$ cat src/rtl/uart_tx_arbiter.sv
// Round-robin arbiter sharing one UART transmitter between NUM_REQ byte sources.
// Each granted byte is relaunched on NAK or timeout until MAX_RETRY retries are used up.
module uart_tx_arbiter #(
    parameter int NUM_REQ     = 4,
    parameter int WORD_LENGTH = 8,
    parameter int MAX_RETRY   = 3,
    parameter int ACK_TIMEOUT = 2048
) (
    input  logic                           t_clk,
    input  logic                           t_rst,
    input  logic [NUM_REQ-1:0]             req,
    input  logic [NUM_REQ*WORD_LENGTH-1:0] req_data,
    output logic [NUM_REQ-1:0]             gnt,
    output logic [NUM_REQ-1:0]             done,
    output logic [NUM_REQ-1:0]             fail,
    output logic                           tx_start,
    output logic [WORD_LENGTH-1:0]         tx_data,
    input  logic                           tx_busy,
    input  logic                           ack_valid,
    input  logic                           err_ack,
    output logic                           busy
);

    localparam int PTR_W   = $clog2(NUM_REQ);
    localparam int TIMER_W = $clog2(ACK_TIMEOUT + 1);
    localparam int RETRY_W = (MAX_RETRY > 0) ? $clog2(MAX_RETRY + 1) : 1;

    localparam logic [PTR_W-1:0]   PTR_RESET  = PTR_W'(NUM_REQ - 1);
    localparam logic [TIMER_W-1:0] TIMER_LAST = TIMER_W'(ACK_TIMEOUT - 1);
    localparam logic [RETRY_W-1:0] RETRY_MAX  = RETRY_W'(MAX_RETRY);

    typedef enum logic [1:0] {
        ST_IDLE,
        ST_LAUNCH,
        ST_WAIT_ACK
    } state_t;

    state_t                   state_q, state_d;
    logic [PTR_W-1:0]         ptr_q, ptr_d;
    logic [PTR_W-1:0]         idx_q, idx_d;
    logic [TIMER_W-1:0]       timer_q, timer_d;
    logic [RETRY_W-1:0]       retry_cnt_q, retry_cnt_d;
    logic [WORD_LENGTH-1:0]   data_q, data_d;
    logic [NUM_REQ-1:0]       gnt_q, gnt_d;
    logic [NUM_REQ-1:0]       done_q, done_d;
    logic [NUM_REQ-1:0]       fail_q, fail_d;
    logic                     tx_start_q, tx_start_d;
    logic                     busy_q, busy_d;

    logic [WORD_LENGTH-1:0]   req_bytes [NUM_REQ];
    logic [NUM_REQ-1:0]       pick_onehot;
    logic [NUM_REQ-1:0]       idx_onehot;
    logic                     pick_found;
    logic [PTR_W-1:0]         pick_idx;
    logic                     hi_found;
    logic [PTR_W-1:0]         hi_idx;
    logic                     lo_found;
    logic [PTR_W-1:0]         lo_idx;
    logic                     attempt_err;

    generate
        for (genvar gi = 0; gi < NUM_REQ; gi++) begin : g_req
            assign req_bytes[gi]   = req_data[gi*WORD_LENGTH +: WORD_LENGTH];
            assign pick_onehot[gi] = (pick_idx == PTR_W'(gi));
            assign idx_onehot[gi]  = (idx_q == PTR_W'(gi));
        end
    endgenerate

    // Lowest requester above ptr wins; otherwise wrap to the lowest at or below ptr.
    always_comb begin
        hi_found = 1'b0;
        hi_idx   = '0;
        lo_found = 1'b0;
        lo_idx   = '0;
        for (int i = NUM_REQ - 1; i >= 0; i--) begin
            if (req[i]) begin
                if (i > int'(ptr_q)) begin
                    hi_found = 1'b1;
                    hi_idx   = PTR_W'(i);
                end else begin
                    lo_found = 1'b1;
                    lo_idx   = PTR_W'(i);
                end
            end
        end
        pick_found = hi_found | lo_found;
        pick_idx   = hi_found ? hi_idx : lo_idx;
    end

    always_comb begin
        state_d     = state_q;
        ptr_d       = ptr_q;
        idx_d       = idx_q;
        timer_d     = timer_q;
        retry_cnt_d = retry_cnt_q;
        data_d      = data_q;
        gnt_d       = '0;
        done_d      = '0;
        fail_d      = '0;
        tx_start_d  = 1'b0;
        attempt_err = 1'b0;

        case (state_q)
            ST_IDLE: begin
                if (pick_found) begin
                    idx_d       = pick_idx;
                    ptr_d       = pick_idx;
                    data_d      = req_bytes[pick_idx];
                    retry_cnt_d = '0;
                    gnt_d       = pick_onehot;
                    state_d     = ST_LAUNCH;
                end
            end
            ST_LAUNCH: begin
                if (!tx_busy) begin
                    tx_start_d = 1'b1;
                    timer_d    = '0;
                    state_d    = ST_WAIT_ACK;
                end
            end
            ST_WAIT_ACK: begin
                timer_d = timer_q + TIMER_W'(1);
                // A verdict on the timeout edge is honoured ahead of the timeout.
                if (ack_valid && !err_ack) begin
                    done_d  = idx_onehot;
                    state_d = ST_IDLE;
                end else if (ack_valid || (timer_q == TIMER_LAST)) begin
                    attempt_err = 1'b1;
                end

                if (attempt_err) begin
                    if (retry_cnt_q < RETRY_MAX) begin
                        retry_cnt_d = retry_cnt_q + RETRY_W'(1);
                        state_d     = ST_LAUNCH;
                    end else begin
                        fail_d  = idx_onehot;
                        state_d = ST_IDLE;
                    end
                end
            end
            default: begin
                state_d = ST_IDLE;
            end
        endcase

        busy_d = (state_d != ST_IDLE);
    end

    always_ff @(posedge t_clk) begin
        if (t_rst) begin
            state_q     <= ST_IDLE;
            ptr_q       <= PTR_RESET;
            idx_q       <= '0;
            timer_q     <= '0;
            retry_cnt_q <= '0;
            data_q      <= '0;
            gnt_q       <= '0;
            done_q      <= '0;
            fail_q      <= '0;
            tx_start_q  <= 1'b0;
            busy_q      <= 1'b0;
        end else begin
            state_q     <= state_d;
            ptr_q       <= ptr_d;
            idx_q       <= idx_d;
            timer_q     <= timer_d;
            retry_cnt_q <= retry_cnt_d;
            data_q      <= data_d;
            gnt_q       <= gnt_d;
            done_q      <= done_d;
            fail_q      <= fail_d;
            tx_start_q  <= tx_start_d;
            busy_q      <= busy_d;
        end
    end

    assign gnt      = gnt_q;
    assign done     = done_q;
    assign fail     = fail_q;
    assign tx_start = tx_start_q;
    assign tx_data  = data_q;
    assign busy     = busy_q;

endmodule

$ cat config.mk
export PLATFORM = sky130hd
export DESIGN_NAME = uart_tx_arbiter
export DESIGN_NICKNAME = d
export VERILOG_FILES = /design/src/rtl/uart_tx_arbiter.sv
export SDC_FILE = /design/constraint.sdc
export NUM_CORES = 1
export LEC_CHECK = 0
export BUFFER_PORTS_ARGS = -buffer_cell sky130_fd_sc_hd__buf_4
export CORE_MARGIN = 5
export CORE_UTILIZATION = 54
export DETAILED_ROUTE_END_ITERATION = 6
export PLACE_DENSITY = 0.93
export REMOVE_ABC_BUFFERS = 1
export SYNTH_ARGS = -nofsm -noshare
export SYNTH_HDL_FRONTEND = slang
export SYNTH_SLANG_ARGS = --single-unit
$ cat constraint.sdc
create_clock -name t_clk -period 2.8 [get_ports t_clk]
set_clock_uncertainty 0.2 [all_clocks]
set_input_delay 0.7 -clock t_clk [delete_from_list [all_inputs] [get_ports t_clk]]
set_output_delay 0.7 -clock t_clk [all_outputs]
set_load 0.03 [all_outputs]
# Yosys cells after proc, flatten, opt, wreduce, memory -nomap -nowiden
# Index checks and enable logic that the tools add are counted.
dict set report word_totals {
  inputBits 41
  wordCells 101
  regBits 42
  out_inout_bits 22
}
dict set report op_classes {
  n_addsub 2
  n_eq_ne 13
  reduce_logical 16
  bitwise 8
  order_cmp 5
  mux 46
}
# op count
set op_table {}
lappend op_table {{$mux W2} 21}
lappend op_table {{$pmux W12 S2} 1}
lappend op_table {{$mux W1} 18}
lappend op_table {{$bmux W8 S2} 1}
lappend op_table {{$mux W8} 2}
lappend op_table {{$add A12 B1 Y12 const B} 1}
lappend op_table {{$eq A12 B11 Y1 const B} 1}
lappend op_table {{$mux W12} 1}
lappend op_table {{$eq A2 B2 Y1 const B} 5}
lappend op_table {{$ne A2 B2 Y1 const B} 4}
lappend op_table {{$eq A2 B1 Y1 const B} 3}
lappend op_table {{$logic_not A2 Y1} 3}
lappend op_table {{$not A1 Y1} 6}
lappend op_table {{$pmux W2 S3} 1}
lappend op_table {{$reduce_bool A2 Y1} 3}
lappend op_table {{$reduce_or A3 Y1} 2}
lappend op_table {{$gt A2 B2 Y1 const A} 2}
lappend op_table {{$pmux W2 S2} 1}
lappend op_table {{$reduce_and A2 Y1} 2}
lappend op_table {{$reduce_and A4 Y1} 1}
lappend op_table {{$reduce_or A4 Y1} 1}
lappend op_table {{$ge A3 B3 Y1 const B} 1}
lappend op_table {{$not A2 Y3} 1}
lappend op_table {{$add A2 B1 Y2 const B} 1}
lappend op_table {{other kinds (7)} 7}

# Depth between registers and ports, before layout
dict set report depth {
  depth_word 13
  ltp_mapped 7
}

# Least setup slack after synthesis
# No wires, ideal clock.
dict set report synth_timing {
  path_type {input -> register}
  start {in req[1]}
  end {reg idx_q[1]}
  arrival_time_ns 1.722
  n_path_buf 2
  cell_stages 7
  required_time_ns 2.468
  path_slack_ns 0.745
  path_cell_list {buf_2 nor4_2 or3_1 clkbuf_1 nor2_1 o211ai_1 a21oi_1}
}
dict set report synth_between {
  elab_chain_len 4
}
# item line_no
set synth_rtl {}
lappend synth_rtl {{from (decl)} 11} ;# input logic [NUM_REQ-1:0] req,
lappend synth_rtl {{$mux W1 (2 in series)} 76} ;# if (req[i]) begin
lappend synth_rtl {{$or A1 B1 Y1} 86} ;# pick_found = hi_found | lo_found;
lappend synth_rtl {{$reduce_and A2 Y1 (no source line)} n/a}
lappend synth_rtl {{to (signal assigned)} 165} ;# idx_q <= idx_d;
lappend synth_rtl {{to (decl)} 40} ;# logic [PTR_W-1:0] idx_q, idx_d;
# Several ways; a longest one is shown, not always the timed one.
# A chain may end at the register's enable or synchronous reset.

# Worst setup path in the final report
dict set report layout_timing {
  start {in req[3]}
  end {reg ptr_q[0]}
}
dict set report layout_between {
  elab_chain_len 8
}
# item line_no
set layout_rtl {}
lappend layout_rtl {{$mux W1} 76}
lappend layout_rtl {{$mux W1} 77} ;# if (i > int'(ptr_q)) begin
lappend layout_rtl {{$mux W1} 76}
lappend layout_rtl {{$mux W1} 77}
lappend layout_rtl {{$mux W1 (2 in series)} 76}
lappend layout_rtl {{$or A1 B1 Y1} 86}
lappend layout_rtl {{$reduce_and A2 Y1 (no source line)} n/a}
lappend layout_rtl {{to (signal assigned)} 164} ;# ptr_q <= ptr_d;
lappend layout_rtl {{to (decl)} 39} ;# logic [PTR_W-1:0] ptr_q, ptr_d;
# Several ways; a longest one is shown, not always the timed one.

==> flow_summary.ini <==
[global_routing]
grt_pass1_vias = 1833
antenna_found_initial = 0
overflow = 0
grt_usage = 0.193
grt_pass1_wl_um = 8000
grt_max_degree = 36

[worst_setup_path]
cp_max_fo = 19
startpoint = req[3]
crit_type = primary input to register
start_kind = primary input
crit_arrival_ns = 2.26
rr_worst_depth = 4
rr_startpoint = state_q[1]
endpoint = ptr_q[0]
cp-end-kind = register
r2r-end = ptr_q[0]
crit_required_ns = 2.78
r2r_slack_ns = 0.60

[synth]
synth-seq-cells = 42
synthArstFlopShare = 0
syn_avg_cell_area_um2 = 8.47
synth_edf_count = 0
yosys.cell_types.count = 43
seq_area_frac_synth = 0.416
syn_area_um2 = 2020
synthFlopType = dfxtp_1
yosysWarnings = 0
synth_cells = 239

[drt]
ant_nets = 0
drt-wirelength-per-cell_um = 13.8
drt-initial-drc-count = 175
drt_pass1_iterations = 4
num_vias = 1965
wl_um = 4690
viasPerCell = 5.76
drc = 0

[clocking]
cts.sinks = 42
cts_max_path_buffers = 2
cts_setup_buffers = 0
cts_hold_buf = 0
clk_latency_ns = 0.29
clk_pin_slew_worst_paths_ns = 0.08
ctsResizeCount = 0
cts_buffers = 5
cts_max_level = 2
cts-root-buf = clkbuf_8
cts_tree = yes

[floorplan]
start_util = 0.557
die_x_um = 71.2
num_rows = 22
die_h_um = 71.2
coreArea_um2 = 3630
num_io_pins = 63
die-area_um2 = 5070

[timing]
rsz0062_at_grt = false
hold_viol_final = 0
worst_pin_slew_ns = 1.00
drv_slew = 0
fin_crit_sh = 0.814
relSlewSlack = 0.327
max_freq_mhz = 439
final.min_clock_period_ns = 2.28
finalSetupViolations = 0
fin_tns_setup_ns = 0

[pwr]
power.density_nw_per_um2 = 603
peakVddDrop_mv = 0.435
power_mw = 1.58
p_leak_nw = 1.12

[finish]
utilization = 0.721
area_growth_pct = 29.6
drive_above_1_share = 0.283
stdcell_count = 341
n_antenna_cell = 0
nNetsFinal = 335

[worst_hold_path]
min-delay-start = retry_cnt_q[1]
hold_class = register to register

[placement]
dp_cells = 333
numPortBuffers = 62
gp_congestion = 0.933
hpwl_um = 3370

[run_status]
status = complete, no violations

[run]
cap_violations = 0
==> layout by cell type (no fill, tap or decap), drive strengths merged, types with 4 or more instances in the layout <==
master  netlist  layout
a211oi        4       4
a311oi        9       9
buf          11      63
clkbuf        6       6
a21oi        21      21
nand2        22      22
o21ai        13      13
a222oi        8       8
nor2         36      36
nor3          5       5
dfxtp        42      42
nand3         4       4
nor2b         5       5
nand2b        7       7
==> critical path: stages <==
cell and delay [ns]:
buf_4 0.15, nor4_2 0.08, nor3_2 0.76, o221ai_1 0.26, a21oi_1 0.22, o21bai_1 0.09
==> logic make-up after synthesis <==
family	after synthesis	share of synthesized area
simple gates	104	0.269
buf+inv	19	0.0421
fa+ha+maj	2	0.0124
mux	5	0.0260
compound gates	67	0.235
flops	42	0.416
==> registers in the layout (all words and copies together) (netlist names) <==
signal	flops
gnt	4
busy	1
fail	4
ptr_q	2
idx_q	2
state_q	2
tx_start	1
timer_q	12
tx_data	8
retry_cnt_q	2
done	4
==> per-layer routing <==
metal | up-vias | wire length [µm] | GRT usage
li1 | 981 | - | -
met1 | 900 | 1940 | 0.238
met2 | 76 | 2220 | 0.308
met3 | 8 | 462 | 0.0757
met4 | 0 | 73 | 0.0647
met5 | - | 0 | 0
==> layout make-up <==
type                            count  area, µm²
Clock buffer                        6       82.6
Clock inverter                      2       60.1
Fill cell                         275       1010
Inverter                            2       7.51
Multi-Input combinational cell    178       1100
Sequential cell                    42        841
Tap cell                           48       60.1
Timing Repair Buffer               63        473
==> where the power goes <==
part	total [mW]	internal, mW	switching [mW]
logic	0.324	0.143	0.182
clock network	0.584	0.380	0.204
registers	0.673	0.634	0.0389
total	1.58	1.16	0.424
==> synth_stat cells (3+ instances only) <==
master	instances	area, µm²
a211oi_1	4	30.0
a21oi_1	21	105
a222oi_1	8	80.1
a311oi_1	8	70.1
a31oi_1	3	18.8
and2_1	3	18.8
buf_2	11	55.1
clkbuf_1	6	22.5
dfxtp_1	42	841
mux2i_1	3	30.0
nand2_1	22	82.6
nand2b_1	7	43.8
nand3_1	4	20.0
nand4b_1	3	26.3
nor2_1	36	135
nor2b_1	5	31.3
nor3_1	4	20.0
nor3b_1	3	22.5
o21ai_0	12	60.1
==> worst min path at each step <==
| stage | to | slack [ns] | depth (start not counted) |
|---|---|---|---|
| after CTS | retry_cnt_q[1] | 0.29 | 2 |
| final | retry_cnt_q[1] | 0.29 | 2 |
| after detailed placement | timer_q[3] | 0.28 | 1 |
| after floorplan | timer_q[3] | 0.24 | 1 |
| after global placement | retry_cnt_q[1] | 0.26 | 2 |
| after global routing | timer_q[3] | 0.31 | 1 |
==> stage by stage <==
stage | setup slack (ns) | area [µm²] | hold WS, ns
2_1_floorplan | 0.658 | 1950 | 0.238
3_3_place_gp | 0.240 | 2480 | 0.258
3_5_place_dp | 0.196 | 2480 | 0.278
4_1_cts | 0.509 | 2620 | 0.293
5_1_grt | 0.309 | 2620 | 0.308
6_report | 0.521 | 2620 | 0.293
Note: power is estimated with default switching activity, not from simulation.
